<file path="src/rtl/lsu_controller.sv">
`default_nettype none
// ============================================================================
// Module   : lsu_controller
// Purpose  : Load/store sequencer between the core and a handshaked data bus.
//            Converts a one-cycle mem_read/mem_write request into a REQ/RSP
//            bus transaction and stalls the core until it completes. It also
//            generates byte enables and replicates store data across lanes.
//            Load data is sign- or zero-extended. Misaligned or illegal
//            accesses raise access_fault and never reach the bus.
// Ports    : clk, rst (async, active-high)
//            mem_read, mem_write, func3, addr, write_data  - core request
//            stall, read_data, access_fault, bus_error     - core status
//            bus_req_valid/ready, bus_addr, bus_we, bus_wdata, bus_byte_en
//                                                          - bus request
//            bus_rsp_valid, bus_rdata                      - bus response
// Options  : define LSU_TIMEOUT_EN to enable the REQ/WAIT_RSP watchdog.
//            TIMEOUT_CYCLES sets its limit in cycles.
// Revision : 1.0 - initial release
// ============================================================================
module lsu_controller #(
    parameter int ADDR_WIDTH     = 32,
    parameter int DATA_WIDTH     = 32,
    parameter int TIMEOUT_CYCLES = 255
) (
    input  logic                    clk,
    input  logic                    rst,
    input  logic                    mem_read,
    input  logic                    mem_write,
    input  logic [2:0]              func3,
    input  logic [ADDR_WIDTH-1:0]   addr,
    input  logic [DATA_WIDTH-1:0]   write_data,
    output logic                    stall,
    output logic [DATA_WIDTH-1:0]   read_data,
    output logic                    access_fault,
    output logic                    bus_error,
    output logic                    bus_req_valid,
    input  logic                    bus_req_ready,
    output logic [ADDR_WIDTH-1:0]   bus_addr,
    output logic                    bus_we,
    output logic [DATA_WIDTH-1:0]   bus_wdata,
    output logic [DATA_WIDTH/8-1:0] bus_byte_en,
    input  logic                    bus_rsp_valid,
    input  logic [DATA_WIDTH-1:0]   bus_rdata
);

    localparam logic [1:0] c_S_IDLE     = 2'd0;
    localparam logic [1:0] c_S_REQ      = 2'd1;
    localparam logic [1:0] c_S_WAIT_RSP = 2'd2;
    localparam logic [1:0] c_S_DONE     = 2'd3;

    logic [1:0]              r_state;
    logic [1:0]              r_offset;     // addr[1:0] captured for load extraction
    logic [1:0]              r_size;       // func3[1:0]: 00 byte, 01 half, 10 word
    logic                    r_unsigned;   // func3[2]: zero-extend loads

    logic                    w_single;
    logic                    w_legal;
    logic                    w_aligned;
    logic                    w_accept;
    logic                    w_tmo_hit;
    logic [DATA_WIDTH/8-1:0] w_byte_en;
    logic [DATA_WIDTH-1:0]   w_wdata;
    logic [7:0]              w_byte;
    logic [15:0]             w_half;
    logic [DATA_WIDTH-1:0]   w_load_ext;

    // ------------------------------------------------------------------
    // Request decode (meaningful only in IDLE)
    // ------------------------------------------------------------------
    assign w_single = mem_read ^ mem_write;

    always_comb begin
        w_legal = 1'b0;
        if (mem_read) begin
            case (func3)
                3'b000, 3'b001, 3'b010, 3'b100, 3'b101: w_legal = 1'b1;
                default:                                w_legal = 1'b0;
            endcase
        end else if (mem_write) begin
            case (func3)
                3'b000, 3'b001, 3'b010: w_legal = 1'b1;
                default:                w_legal = 1'b0;
            endcase
        end
    end

    always_comb begin
        case (func3[1:0])
            2'b01:   w_aligned = ~addr[0];
            2'b10:   w_aligned = (addr[1:0] == 2'b00);
            default: w_aligned = 1'b1;
        endcase
    end

    assign w_accept     = (r_state == c_S_IDLE) & w_single & w_legal & w_aligned;
    // Both request lines high is a decoder error even if func3 looks legal.
    assign access_fault = (r_state == c_S_IDLE) &
                          ((mem_read & mem_write) | (w_single & ~(w_legal & w_aligned)));
    assign stall        = w_accept | (r_state == c_S_REQ) | (r_state == c_S_WAIT_RSP);

    always_comb begin
        case (func3[1:0])
            2'b00: begin
                w_byte_en = 4'b0001 << addr[1:0];
                w_wdata   = {4{write_data[7:0]}};
            end
            2'b01: begin
                w_byte_en = 4'b0011 << addr[1:0];
                w_wdata   = {2{write_data[15:0]}};
            end
            default: begin
                w_byte_en = 4'b1111;
                w_wdata   = write_data;
            end
        endcase
    end

    // ------------------------------------------------------------------
    // Load data extraction from the captured offset/size/sign
    // ------------------------------------------------------------------
    always_comb begin
        case (r_offset)
            2'd0:    w_byte = bus_rdata[7:0];
            2'd1:    w_byte = bus_rdata[15:8];
            2'd2:    w_byte = bus_rdata[23:16];
            default: w_byte = bus_rdata[31:24];
        endcase
        w_half = r_offset[1] ? bus_rdata[31:16] : bus_rdata[15:0];
        case (r_size)
            2'b00:   w_load_ext = r_unsigned ? {24'd0, w_byte} : {{24{w_byte[7]}}, w_byte};
            2'b01:   w_load_ext = r_unsigned ? {16'd0, w_half} : {{16{w_half[15]}}, w_half};
            default: w_load_ext = bus_rdata;
        endcase
    end

    // ------------------------------------------------------------------
    // Watchdog
    // ------------------------------------------------------------------
`ifdef LSU_TIMEOUT_EN
    localparam int c_CNT_W = ($clog2(TIMEOUT_CYCLES + 1) > 8) ? $clog2(TIMEOUT_CYCLES + 1) : 8;
    localparam logic [c_CNT_W-1:0] c_TMO_LIMIT = c_CNT_W'(TIMEOUT_CYCLES);

    logic [c_CNT_W-1:0] r_tmo_cnt;

    always_ff @(posedge clk or posedge rst) begin
        if (rst) begin
            r_tmo_cnt <= '0;
        end else if (w_accept) begin
            r_tmo_cnt <= '0;
        end else if ((r_state == c_S_REQ) || (r_state == c_S_WAIT_RSP)) begin
            r_tmo_cnt <= r_tmo_cnt + 1'b1;
        end
    end

    // Fires on the cycle whose increment would reach the limit, so the FSM
    // spends exactly TIMEOUT_CYCLES cycles in REQ/WAIT_RSP before DONE.
    assign w_tmo_hit = ((r_state == c_S_REQ) || (r_state == c_S_WAIT_RSP)) &&
                       ((r_tmo_cnt + 1'b1) == c_TMO_LIMIT);
`else
    assign w_tmo_hit = 1'b0;
`endif

    // ------------------------------------------------------------------
    // Sequencer
    // ------------------------------------------------------------------
    always_ff @(posedge clk or posedge rst) begin
        if (rst) begin
            r_state       <= c_S_IDLE;
            r_offset      <= 2'd0;
            r_size        <= 2'd0;
            r_unsigned    <= 1'b0;
            bus_req_valid <= 1'b0;
            bus_addr      <= '0;
            bus_we        <= 1'b0;
            bus_wdata     <= '0;
            bus_byte_en   <= '0;
            read_data     <= '0;
            bus_error     <= 1'b0;
        end else begin
            case (r_state)
                c_S_IDLE: begin
                    if (w_accept) begin
                        r_state       <= c_S_REQ;
                        r_offset      <= addr[1:0];
                        r_size        <= func3[1:0];
                        r_unsigned    <= func3[2];
                        bus_req_valid <= 1'b1;
                        bus_addr      <= {addr[ADDR_WIDTH-1:2], 2'b00};
                        bus_we        <= mem_write;
                        bus_wdata     <= w_wdata;
                        bus_byte_en   <= w_byte_en;
                        bus_error     <= 1'b0;
                    end
                end
                c_S_REQ: begin
                    // Response is not looked at here; it must follow acceptance.
                    if (bus_req_ready) begin
                        bus_req_valid <= 1'b0;
                        r_state       <= c_S_WAIT_RSP;
                    end else if (w_tmo_hit) begin
                        bus_req_valid <= 1'b0;
                        bus_error     <= 1'b1;
                        read_data     <= '0;
                        r_state       <= c_S_DONE;
                    end
                end
                c_S_WAIT_RSP: begin
                    if (bus_rsp_valid) begin
                        if (!bus_we) begin
                            read_data <= w_load_ext;
                        end
                        r_state <= c_S_DONE;
                    end else if (w_tmo_hit) begin
                        bus_error <= 1'b1;
                        read_data <= '0;
                        r_state   <= c_S_DONE;
                    end
                end
                default: begin
                    // DONE: requests are not sampled, so the retiring
                    // instruction is never issued twice.
                    r_state <= c_S_IDLE;
                end
            endcase
        end
    end

endmodule
`default_nettype wire

</file>
<file path="config.mk">
export PLATFORM = sky130hd
export DESIGN_NAME = lsu_controller
export DESIGN_NICKNAME = d
export VERILOG_FILES = /design/src/rtl/lsu_controller.sv
export SDC_FILE = /design/constraint.sdc
export NUM_CORES = 1
export LEC_CHECK = 0
export BUFFER_PORTS_ARGS = -buffer_cell sky130_fd_sc_hd__buf_4
export CELL_PAD_IN_SITES_DETAIL_PLACEMENT = 1
export CELL_PAD_IN_SITES_GLOBAL_PLACEMENT = 1
export CORE_MARGIN = 4
export CORE_UTILIZATION = 39
export DETAILED_ROUTE_END_ITERATION = 12
export HOLD_SLACK_MARGIN = 0.02
export PLACE_DENSITY_LB_ADDON = 0.25
export SLEW_MARGIN = 40
export SYNTH_ARGS = -nofsm -noshare
export SYNTH_HDL_FRONTEND = slang
export SYNTH_SLANG_ARGS = --single-unit
</file>
<file path="constraint.sdc">
create_clock -name clk -period 5.1 [get_ports clk]
set_input_delay 0.51 -clock clk [delete_from_list [all_inputs] [get_ports clk]]
set_output_delay 0.51 -clock clk [all_outputs]
set_load 0.02 [all_outputs]
</file>
# Word level (Yosys, flattened, before mapping)
# Cells that the tools add are included.
classes:
  reduce_logical: 13
  shift: 2
  eq_ne: 14
  mux: 19
  n_bitwise: 14
ops:
  columns: ["op", "n"]
  rows:
  - ["32-bit case mux with 2 select lines", 2]
  - ["32-bit two-way mux", 2]
  - ["8-bit case mux with 3 select lines", 1]
  - ["16-bit two-way mux", 1]
  - ["2-bit zero test", 5]
  - ["3-bit AND reduction", 3]
  - ["2-bit by 1-bit == test with 1-bit output (second input constant)", 4]
  - ["4-bit case mux with 2 select lines", 1]
  - ["1-bit bitwise AND", 7]
  - ["2-bit == test (second input constant)", 3]
  - ["3-bit == test (second input constant)", 2]
  - ["1-bit two-way mux", 6]
  - ["2-bit two-way mux", 3]
  - ["2-bit != test (second input constant)", 3]
  - ["2-bit case mux with 3 select lines", 1]
  - ["5-bit OR reduction", 1]
  - ["1-bit case mux with 2 select lines", 2]
  - ["1-bit by 2-bit left shift with 4-bit output (first input constant)", 1]
  - ["2-bit by 2-bit left shift with 4-bit output (first input constant)", 1]
  - ["3-bit by 1-bit == test with 1-bit output (second input constant)", 1]
  - ["3-bit by 2-bit == test with 1-bit output (second input constant)", 1]
  - ["3-bit zero test", 1]
  - ["1-bit inverter", 3]
  - ["1-bit OR", 3]
  - ["other kinds (4)", 4]
word_totals:
  out_inout_bits: 105
  reg_bits: 107

# Logic depth before layout (Yosys ltp)
# Gate-level depths: netlist of run 1.
logic_depth:
  depth_word: 10
  ltp_mapped: 9

# Worst setup path before layout of run 1
# Ideal clock, no wire load.
synth_timing:
  path_type: "input -> output"
  startpoint: "input port func3[0]"
  endpoint: "output port stall"
  t_arrival_ns: 2.242
  setup_slack_ns: 2.348
  stages: 9
  n_path_buf: 3
  cell_sequence: "inv_1 ha_1 buf_2 or2_2 clkbuf_1 o22ai_1 nor4_4 buf_6 or3_1"
synth_between:
  elab_chain_len: 9
  elab_cells_between_ends: 18
  classes_between: "6 x eq/ne; 5 x mux; 4 x bitwise; 3 x reduce/logical"
synth_lines:
  columns: ["item", "line", "text"]
  rows:
  - ["start, declared", "29", "input logic [2:0] func3,"]
  - ["3-bit by 1-bit == test with 1-bit output (tied with other cells)", "75, 80", null]
  - ["3-bit OR reduction", "80", "case (func3)"]
  - ["1-bit two-way mux", "80", null]
  - ["1-bit two-way mux", "79", "end else if (mem_write) begin"]
  - ["1-bit two-way mux", "74", "if (mem_read) begin"]
  - ["1-bit bitwise AND", "95", "assign w_accept = (r_state == c_S_IDLE) & w_single & w_legal & w_aligned;"]
  - ["1-bit bitwise AND (*)", "95", null]
  - ["1-bit OR (*) (2 in series)", "99", "assign stall = w_accept | (r_state == c_S_REQ) | (r_state == c_S_WAIT_RSP);"]
  - ["end, declared", "32", "output logic stall,"]
# Mark *: on every way between the ends. The rest lies on a longest branch, timed or not.

# Worst setup path in the final report of run 1
layout_timing:
  startpoint: "input port func3[1]"
  endpoint: "output port stall"
# Same word-level chain as after synthesis.

==> impl_metrics.toml, run 1 <==
[outcome]
status = "finished, final reports clean"

[placed_design]
placed_cell_area_sq_um = 6850
dp_hpwl_microns = 12200
post-place-ws_ns = 1.70
place_congestion = 0.822
portBuffers = 206

[route]
drc = 0
ant_nets = 0
wl_per_cell_microns = 19.0
num_vias = 4489
dr.first_iter.drc_count = 228
wl_microns = 16100
avgViaCountPerCell = 5.29
firstDrtPassIters = 4

[floorplanning]
num_rows = 41
fp.dieH_microns = 124
die_area_sq_um = 15300
start_util_pct = 40.6
dieWidth_microns = 124
io_pins = 210
core-area_sq_um = 12800

[critical_path]
max_stage_delay_ns = 0.60
worst-path-buf-inv = 3
cp.required_ns = 4.59
cpMostUsedCell = "buf_4"
crit_path_top_delay_cell = "nor4_4"
crit_path_max_fanout = 19
critPathKind = "in -> out"
startpoint_type = "input port"
path_cells = "buf_4 -> inv_1 -> ha_1 -> or2_2 -> o22ai_1 -> nor4_4 -> or3_1 -> buf_4"
worstPathArrival_ns = 2.82
crit_family = "simple AND/OR/NAND/NOR gates"
worst_setup_path_end_kind = "primary output"

[clock_network]
post_cts_buffers = 0
clk_pin_slew_ns = 0.07
clkSinkCount = 107
cts_buffers = 9
clk_latency_ns = 0.35
postCtsHoldBufs = 0
cts_resized = 0
h-tree-depth = 3
cts_tree = "built"
cts_root_buffer = "clkbuf_16"
clockBufferDepth = 2

[logic_synthesis]
synth.avg_cell_area_sq_um = 10.8
synth_top_area_share_pct = 51.4
ys_ff_latch = 107
synth_area_leaders = "dfrtp_1, mux2_2, nand2_1"
syn_inst = 481
synth_area_sq_um = 5210
yosysTopAreaCell = "dfrtp_1"
async_flop_share_pct = 100
yosys_warnings = 0
ys_seq_area_share_pct = 51.4
synthFlopType = "dfrtp_1"
synth_most_common_cell = "dfrtp_1"
synthTopCellsByCount = "dfrtp_1, mux2_2, nand2_1"
synth_edf_count = 0
synth.distinct_cells = 43

[sta]
slew_violations = 0
worst_slew_pin_slew_ns = 0.794
slew_headroom_pct = 47.1
rsz0062_at_grt = "false"
skew_ns = 0.00723
fin_ws_ns = 1.77
fin_crit_sh_pct = 65.3
hold-worst-slack_ns = 0.246
timing.final.crit_period_ns = 3.33
hold_viol = 0
setup_viol = 0
fin_tns_setup_ns = 0
timing.fmax_mhz = 300

[power_and_ir_drop]
ir_drop_uv = 272
leakagePower_nw = 3.43
power_density_nw_per_um2 = 629

[global_route]
antenna_found_initial = 0
grt_pass1_vias = 4891
grt_pass1_wl_microns = 25100
grt_max_degree = 65
globalRouteTotalUtil_pct = 21.3
grt.overflow.total = 0

[cells_and_area]
drive_gt1_share_pct = 44.9
nets = 784
postLayoutCellArea_sq_um = 7150
n_fill_cell = 1423
area_delta_synth_final_pct = 37.3
n_antenna_cell = 0

[flow_run]
cap_violations = 0

[worst_hold_path]
hp-class = "in -> async"
==> cells by family (layout without fill, tap and decap cells) <==
group,count (synthesis),after routing,share of synthesized area [%]
other,1,3,0.0720
buffers and inverters,45,239,4.49
adders and majority gates,7,7,1.68
and+or+nand+nor,140,140,11.8
DFF,107,107,51.4
muxes,84,84,18.0
AOI/OAI and AO/OA,97,97,12.6
==> sequential cells by signal, indices dropped and copies added, names as in the netlist <==
register       cells
r_size             2
bus_wdata         32
bus_req_valid      1
bus_addr          30
r_unsigned         1
bus_we             1
bus_byte_en        4
r_offset           2
read_data         32
r_state            2
==> worst paths after layout <==
| kind | start | slack [ns] | depth (start not counted) | end |
|---|---|---|---|---|
| setup / recovery | func3[1] | 1.77 | 8 | stall |
| hold / removal | rst | 0.25 | 2 | bus_addr[30] |
| setup reg to reg | r_state[1] | 2.50 | 6 | bus_addr[26] |
| hold reg to reg | read_data[1] | 0.51 | 2 | read_data[1] |
| max in group asynchronous | rst | 3.84 | 3 | r_offset[0] |
| min in group clk | addr[19] | 0.39 | 2 | bus_addr[19] |
==> area by class of cell <==
class	count	area, sq um	share of cell area [%]
inverters	12	50.0	0.700
flip-flops and latches	107	2680	37.4
clock buffers	10	239	3.34
well taps	172	215	3.01
repair buffers	211	1600	22.3
clock inverters	6	62.6	0.875
multi-input cells	331	2310	32.3
==> per-layer routing <==
metal	share of wire, %	GRT usage, %
met2	49	35.0
met4	3.4	9.97
met3	9.3	6.95
met5	0	0
met1	39	25.3
==> through the flow <==
| stage | std cells | util (%) | total power, mW |
|---|---|---|---|
| after floorplan | 483 | - | 2.80 |
| after global placement | 832 | 53.3 | 3.72 |
| after detailed placement | 833 | 53.4 | 3.81 |
| after CTS | 849 | 55.8 | 4.54 |
| after global routing | 849 | 55.8 | 4.79 |
| final | 849 | 55.8 | 4.50 |
==> layout by cell type (no fill, tap or decap), drive strengths merged, types with 2 or more instances in the layout <==
cell | netlist | routed
a21oi | 25 | 25
a22o | 16 | 16
a22oi | 10 | 10
a311oi | 8 | 8
a31oi | 5 | 5
buf | 15 | 211
clkbuf | 18 | 10
clkinv | 1 | 4
conb | 1 | 3
dfrtp | 107 | 107
ha | 7 | 7
inv | 11 | 13
mux2 | 76 | 76
mux2i | 8 | 8
nand2 | 68 | 68
nand2b | 3 | 3
nand3b | 2 | 2
nand4 | 2 | 2
nor2 | 41 | 41
nor2b | 6 | 6
nor3 | 5 | 5
o211ai | 2 | 2
o21a | 2 | 2
o21ai | 15 | 15
o22ai | 5 | 5
o311a | 2 | 2
or2 | 2 | 2
or3 | 7 | 7
==> power by group <==
| part | switching [mW] | total, mW | internal [mW] |
|---|---|---|---|
| Clock | 0.329 | 0.724 | 0.396 |
| Combinational | 1.19 | 2.19 | 1.01 |
| Sequential | 0.319 | 1.58 | 1.26 |
Note: power is estimated with default switching activity, not from simulation.
==> run 2: changes to the inputs <==
--- a/config.mk
+++ b/config.mk
@@ -5,11 +5,12 @@
 export SDC_FILE = /design/constraint.sdc
 export NUM_CORES = 1
 export LEC_CHECK = 0
+export ABC_AREA = 1
 export BUFFER_PORTS_ARGS = -buffer_cell sky130_fd_sc_hd__buf_4
 export CELL_PAD_IN_SITES_DETAIL_PLACEMENT = 1
 export CELL_PAD_IN_SITES_GLOBAL_PLACEMENT = 1
 export CORE_MARGIN = 4
-export CORE_UTILIZATION = 39
+export CORE_UTILIZATION = 35
 export DETAILED_ROUTE_END_ITERATION = 12
 export HOLD_SLACK_MARGIN = 0.02
 export PLACE_DENSITY_LB_ADDON = 0.25
==> constraint.sdc (replaced) <==
create_clock -name clk -period 3.4 [get_ports clk]
set_input_delay 0.34 -clock clk [delete_from_list [all_inputs] [get_ports clk]]
set_output_delay 0.34 -clock clk [all_outputs]
set_load 0.02 [all_outputs]
==> run 2 against run 1 <==
Against the previous run:
- sequential cell count unchanged
- sequential power rose by 45%
- via count is 15% higher
- register-to-register slack lost 1.4 ns
- global-route usage down 0.67 points
- worst hold slack got worse by 0.069 ns
- utilization shrank 6.6 points
- final cell count grew 23%
- non-clock buffer count unchanged
- cell area up 1.4%
- count of clock-buffer cells in the layout unchanged
- critical path depth is 1 higher
- critical endpoint is now read_data[22]
- largest cell class unchanged
==> impl_metrics.toml, run 2 <==
[power_and_ir_drop]
power.internal_mw = 3.83
p_seq_share_pct = 33.8
p_sw_share_pct = 43.4
p_sw_mw = 2.93
leakagePower_nw = 3.91
power_density_nw_per_um2 = 933
ir_drop_uv = 357
power_mw = 6.77
comb_power_share_pct = 49.7
p_clk_share_pct = 16.5

[sta]
skew_ns = 0.00605
rsz0062_at_grt = "false"
setup_viol = 0
hold-worst-slack_ns = 0.177
timing.final.crit_period_ns = 2.34
worst_slew_pin_slew_ns = 0.738
fin_tns_setup_ns = 0
hold_viol = 0
timing.fmax_mhz = 426
slew_violations = 0
slew_headroom_pct = 50.6
fin_ws_ns = 1.06
fin_crit_sh_pct = 69.0

[route]
num_vias = 5176
dr.first_iter.drc_count = 236
ant_nets = 0
firstDrtPassIters = 4
wl_per_cell_microns = 17.0
drc = 0
wl_microns = 17800
avgViaCountPerCell = 4.96

[cells_and_area]
postLayoutCellArea_sq_um = 7250
final_common_cell = "nand2_1"
area_delta_synth_final_pct = 35.7
reg.largest.list = "bus_wdata x32, read_data x32, bus_addr x30"
drive_gt1_share_pct = 31.9
nets = 966
n_antenna_cell = 0
final_cell_mix = "nand2_1, buf_4, dfrtp_1"

[floorplanning]
die_area_sq_um = 17300
start_util_pct = 36.2
dieWidth_microns = 132
num_rows = 44
fp.dieH_microns = 132
io_pins = 210
core-area_sq_um = 14800

[global_route]
grt_max_degree = 95
globalRouteTotalUtil_pct = 20.6
grt_pass1_wl_microns = 29200
grt_pass1_vias = 5692
antenna_found_initial = 0
grt.overflow.total = 0

[logic_synthesis]
ys_ff_latch = 107
synthFlopType = "dfrtp_1"
synthTopCellsByCount = "nand2_1, dfrtp_1, inv_1"
synth_most_common_cell = "nand2_1"
yosys_warnings = 0
synth.distinct_cells = 28
yosysTopAreaCell = "dfrtp_1"
syn_inst = 669
synth_area_sq_um = 5350
ys_seq_area_share_pct = 50.1
synth_top_area_share_pct = 50.1
synth_edf_count = 0
synth_area_leaders = "dfrtp_1, nand2_1, a21oi_1"
synth.avg_cell_area_sq_um = 7.99
async_flop_share_pct = 100

[clock_network]
cts_buffers = 9
clk_pin_slew_ns = 0.08
clockBufferDepth = 2
h-tree-depth = 3
clk_latency_ns = 0.35
cts_root_buffer = "clkbuf_16"
clkSinkCount = 107
cts_resized = 0
cts_tree = "built"

[critical_path]
path_cells = "inv_1 -> ha_1 -> inv_2 -> nor2_1 -> nand2_2 -> inv_2 -> or2_2 -> nand2_1 -> inv_1"
worst_setup_path_end_kind = "register"
crit_family = "simple AND/OR/NAND/NOR gates"
max_stage_delay_ns = 0.54
worstPathArrival_ns = 2.59
critPathKind = "reg -> reg"
crit_path_top_delay_cell = "nand2_2"
cp.required_ns = 3.65
crit_path_max_fanout = 36
startpoint_type = "register"
worst-path-buf-inv = 4

[placed_design]
place_congestion = 0.894
dp_hpwl_microns = 13300
placed_cell_area_sq_um = 6930
portBuffers = 206
post-place-ws_ns = 0.760

[worst_hold_path]
hp-class = "in -> reg"

[flow_run]
cap_violations = 0

[outcome]
status = "finished, final reports clean"
[run 2: cell count changes after synthesis, moves of 11 or more]
cell / previous run / this run
nand2_1: 68 / 230
a21oi_1: 25 / 43
buf_2: 1 / 12
nand3_1: 1 / 14
mux2_2: 71 / 0
o21ai_1: 0 / 22
a22o_1: 16 / 0
o21ai_0: 15 / 39
inv_1: 11 / 52
or2_2: 2 / 20
[run 2: worst min-delay path, stage by stage]
cell	delay, ns
buf_4	0.07
nand2_1	0.04
nand2_1	0.04
[run 2: logic make-up after synthesis]
| family | share of synthesized area [%] |
|---|---|
| buffers and inverters | 8.71 |
| adder cells (fa/ha/maj) | 1.64 |
| flip-flops | 50.1 |
| other | 0.0702 |
| AO/OA/AOI/OAI | 13.6 |
| AND/OR/NAND/NOR | 25.9 |
[run 2: path summary, 6_finish.rpt]
| kind | start | to | slack (ns) | depth (start not counted) |
|---|---|---|---|---|
| worst max-delay path | r_state[0] | read_data[22] | 1.06 | 9 |
| worst min-delay path | addr[9] | bus_addr[9] | 0.18 | 3 |
| worst max register to register | r_state[0] | read_data[22] | 1.06 | 9 |
| worst min register to register | read_data[13] | read_data[13] | 0.48 | 2 |
| max in group asynchronous | rst | bus_addr[29] | 2.07 | 4 |
| min in group asynchronous | rst | read_data[25] | 0.56 | 3 |
[run 2: power groups by stage]
stage | sequential [mW] | combinational [mW] | clock [mW]
4_1_cts | 2.30 | 3.41 | 1.14
3_5_place_dp | 2.30 | 3.40 | 0
6_report | 2.29 | 3.36 | 1.12
3_3_place_gp | 2.27 | 3.28 | 0
5_1_grt | 2.37 | 3.70 | 1.20
2_1_floorplan | 2.88 | 1.38 | 0
[run 2: what timing repair did]
item                       in CTS  in global routing
hold buffers                    1                  0
setup endpoints to repair       0                  0
setup buffers                   0                  0
hold endpoints to repair       12                  0
[run 2: stage by stage]
stage	util [%]	instances
6_report	49.1	1043
5_1_grt	49.1	1043
4_1_cts	49.1	1043
3_5_place_dp	46.9	1026
3_3_place_gp	46.9	1026
2_1_floorplan	-	671
[run 2: cell type report]
type                    count  area, sq um
clock buffers              10          239
repair buffers            211         1600
inverters                  58          220
flip-flops and latches    107         2680
multi-input cells         467         2210
well taps                 184          230
clock inverters             6         71.3
fillers                  1825         7500
[run 2: routing by layer]
metal	GRT usage (%)	vias up	routed length (microns)	part of all wire [%]
met5	0	-	0	0
met4	6.30	0	291	1.6
met3	7.11	20	1500	8.5
met2	36.4	154	9050	51
met1	23.7	2510	6930	39
li1	-	2492	-	-
==> run 3: changes to the inputs <==
--- a/config.mk
+++ b/config.mk
@@ -5,12 +5,12 @@
 export SDC_FILE = /design/constraint.sdc
 export NUM_CORES = 1
 export LEC_CHECK = 0
-export ABC_AREA = 1
+export ABC_AREA = 0
 export BUFFER_PORTS_ARGS = -buffer_cell sky130_fd_sc_hd__buf_4
 export CELL_PAD_IN_SITES_DETAIL_PLACEMENT = 1
 export CELL_PAD_IN_SITES_GLOBAL_PLACEMENT = 1
 export CORE_MARGIN = 4
-export CORE_UTILIZATION = 35
+export CORE_UTILIZATION = 33
 export DETAILED_ROUTE_END_ITERATION = 12
 export HOLD_SLACK_MARGIN = 0.02
 export PLACE_DENSITY_LB_ADDON = 0.25
==> constraint.sdc (replaced) <==
create_clock -name clk -period 1.96 [get_ports clk]
set_input_delay 0.196 -clock clk [delete_from_list [all_inputs] [get_ports clk]]
set_output_delay 0.196 -clock clk [all_outputs]
set_load 0.02 [all_outputs]
==> run 3 against run 2 <==
Against the previous run:
- the run now ends with negative hold slack left
- sequential power rose by 76%
- count of clock-buffer cells in the layout grew 1
- total power increased by 80%
- utilization up 0.95 points
- sequential cell count unchanged
- critical path type is now reg -> out
- critical endpoint is now stall
- largest cell class unchanged
- highest routed layer unchanged
==> impl_metrics.toml, run 3 (synthesized netlist as in run 1, its figures left out) <==
[global_route]
grt_max_degree = 108
antenna_found_initial = 0
grt_pass1_vias = 5071
grt_pass1_wl_microns = 26600
globalRouteTotalUtil_pct = 18.5
grt.overflow.total = 0

[cells_and_area]
final_common_cell = "buf_4"
final_cell_mix = "buf_4, dfrtp_1, nand2_1"
seq_area_sq_um = 2680
area_delta_synth_final_pct = 47.2
drive_gt1_share_pct = 49.3
multi_input_area_sq_um = 2390
nets = 823
n_antenna_cell = 0
reg.largest.list = "bus_wdata x32, read_data x32, bus_addr x30"
n_fill_cell = 1690

[route]
ant_nets = 0
met3WireLength_microns = 1450
wl_met1_microns = 6900
num_vias = 4614
routed.top_layer = "met4"
drc = 0
wl_met2_microns = 8640
wl_microns = 17200
wl_per_cell_microns = 18.5
firstDrtPassIters = 6
dr.first_iter.drc_count = 158
avgViaCountPerCell = 4.98

[power_and_ir_drop]
ir_drop_uv = 750
leakagePower_nw = 3.66
p_sw_share_pct = 40.0
power_density_nw_per_um2 = 1590
comb_power_share_pct = 51.1
p_seq_share_pct = 33.1
power.internal_mw = 7.31
power_mw = 12.2
p_clk_share_pct = 15.8
p_sw_mw = 4.87

[clock_network]
clk_pin_slew_ns = 0.07
cts_root_buffer = "clkbuf_16"
cts_tree = "built"
clkSinkCount = 107
h-tree-depth = 3
clk_latency_ns = 0.35
clockBufferDepth = 2
cts_buffers = 9

[floorplanning]
io_pins = 210
die_area_sq_um = 17900
core-area_sq_um = 15300
start_util_pct = 34.0
dieWidth_microns = 134
num_rows = 45
fp.dieH_microns = 134

[sta]
fin_crit_sh_pct = 98.4
worst_slew_pin_slew_ns = 0.778
fin_tns_setup_ns = 0
skew_ns = 0.00849
setup_viol = 0
rsz0062_at_grt = "true"
hold_viol = 1
slew_headroom_pct = 48.1
hold-worst-slack_ns = -0.00235
timing.fmax_mhz = 518
slew_violations = 0
timing.final.crit_period_ns = 1.93

[placed_design]
place_congestion = 0.816
dp_hpwl_microns = 12400
portBuffers = 206

[critical_path]
r2r_slack_ns = 0.05
crit_path_top_delay_cell = "dfrtp_1"
max_stage_delay_ns = 0.40
critPathKind = "reg -> out"
cp.required_ns = 1.76
crit_family = "simple AND/OR/NAND/NOR gates"
worst_setup_path_end_kind = "primary output"
path_cells = "inv_2 -> ha_4 -> inv_4 -> nor4_4 -> buf_6 -> or3_4 -> buf_6"
crit_path_max_fanout = 4
cpMostUsedCell = "buf_6"
worstPathArrival_ns = 1.73
startpoint_type = "register"
worst-path-buf-inv = 4

[outcome]
status = "complete, but fails checks"
violations = "negative hold slack"

[worst_hold_path]
hp-class = "in -> async"

[flow_run]
cap_violations = 0
## run 3: cell types whose count changed in the layout (fill, tap and decap cells not counted), moves of 10 or more
cell      previous run  this run
nand3_1             14         1
nand3_2             10         0
a21oi_1             43        25
o211ai_1            12         2
a22oi_1              0        10
or2_2               20         1
o21ai_0             39        15
o21ai_1             22         0
a22o_1               0        16
inv_1               50         5
mux2_2               0        64
buf_4              208       240
nand2_1            230        68
## run 3: worst paths after layout
check / startpoint / end / cells after the start
worst max-delay path: r_state[1] / stall / 7
worst min-delay path: rst / bus_addr[3] / 3
worst max register to register: r_state[1] / bus_wdata[31] / 8
worst min register to register: bus_wdata[20] / bus_wdata[20] / 1
max in group asynchronous: rst / bus_req_valid / 3
min in group clk: addr[26] / bus_addr[26] / 2
## run 3: layer usage
layer / vias up / GRT usage (%)
met3: 14 / 7.55
met1: 2286 / 22.2
li1: 2160 / -
met4: 0 / 4.17
met5: - / 0
met2: 154 / 31.4
## run 3: layout make-up
cell class,count,area share [%]
clock inverter,5,0.783
timing repair buffer,250,25.8
clock buffer,11,3.29
sequential,107,34.9
tap,211,3.44
inverter,12,0.701
multi-input combinational,331,31.1
## run 3: through the flow
| stage | area (sq um) | setup WS, ns | instances | utilization (%) | hold slack [ns] |
|---|---|---|---|---|---|
| final | 7670 | 0.0307 | 927 | 50.1 | -0.00235 |
| after global routing | 7670 | -0.0669 | 927 | 50.1 | 0.0505 |
| after CTS | 7520 | 0.0108 | 915 | 49.1 | 0.0384 |
| after detailed placement | 7160 | -0.214 | 895 | 46.7 | 0.419 |
| after global placement | 7150 | -0.0959 | 895 | 46.7 | 0.415 |
| after floorplan | 5300 | -0.0812 | 483 | - | 0.331 |
## run 3: power by group through the flow
stage,registers (mW),clock network (mW),logic [mW]
finish,4.03,1.92,6.22
global route,4.18,2.08,6.68
CTS,4.04,1.98,6.14
detailed placement,4.08,0,6.02
global placement,4.03,0,5.87
floorplan,5.12,0,2.23
## run 3: worst register-to-register path: cells and delay by family, from the launching register on
kind	cells	cell delay, ns
DFF	1	0.40
adders and majority gates	1	0.16
and+or+nand+nor	1	0.31
muxes	1	0.33
buffers and inverters	5	0.61
## run 3: repair_timing
| item | 4_1_cts | 5_1_grt |
|---|---|---|
| buffers inserted | 5 | 9 |
| hold buffers | 0 | 0 |
| gates resized for setup | 5 | 7 |
| setup endpoints to repair | 52 | 77 |
| pin swaps | 1 | 2 |
| cloned | 0 | 3 |
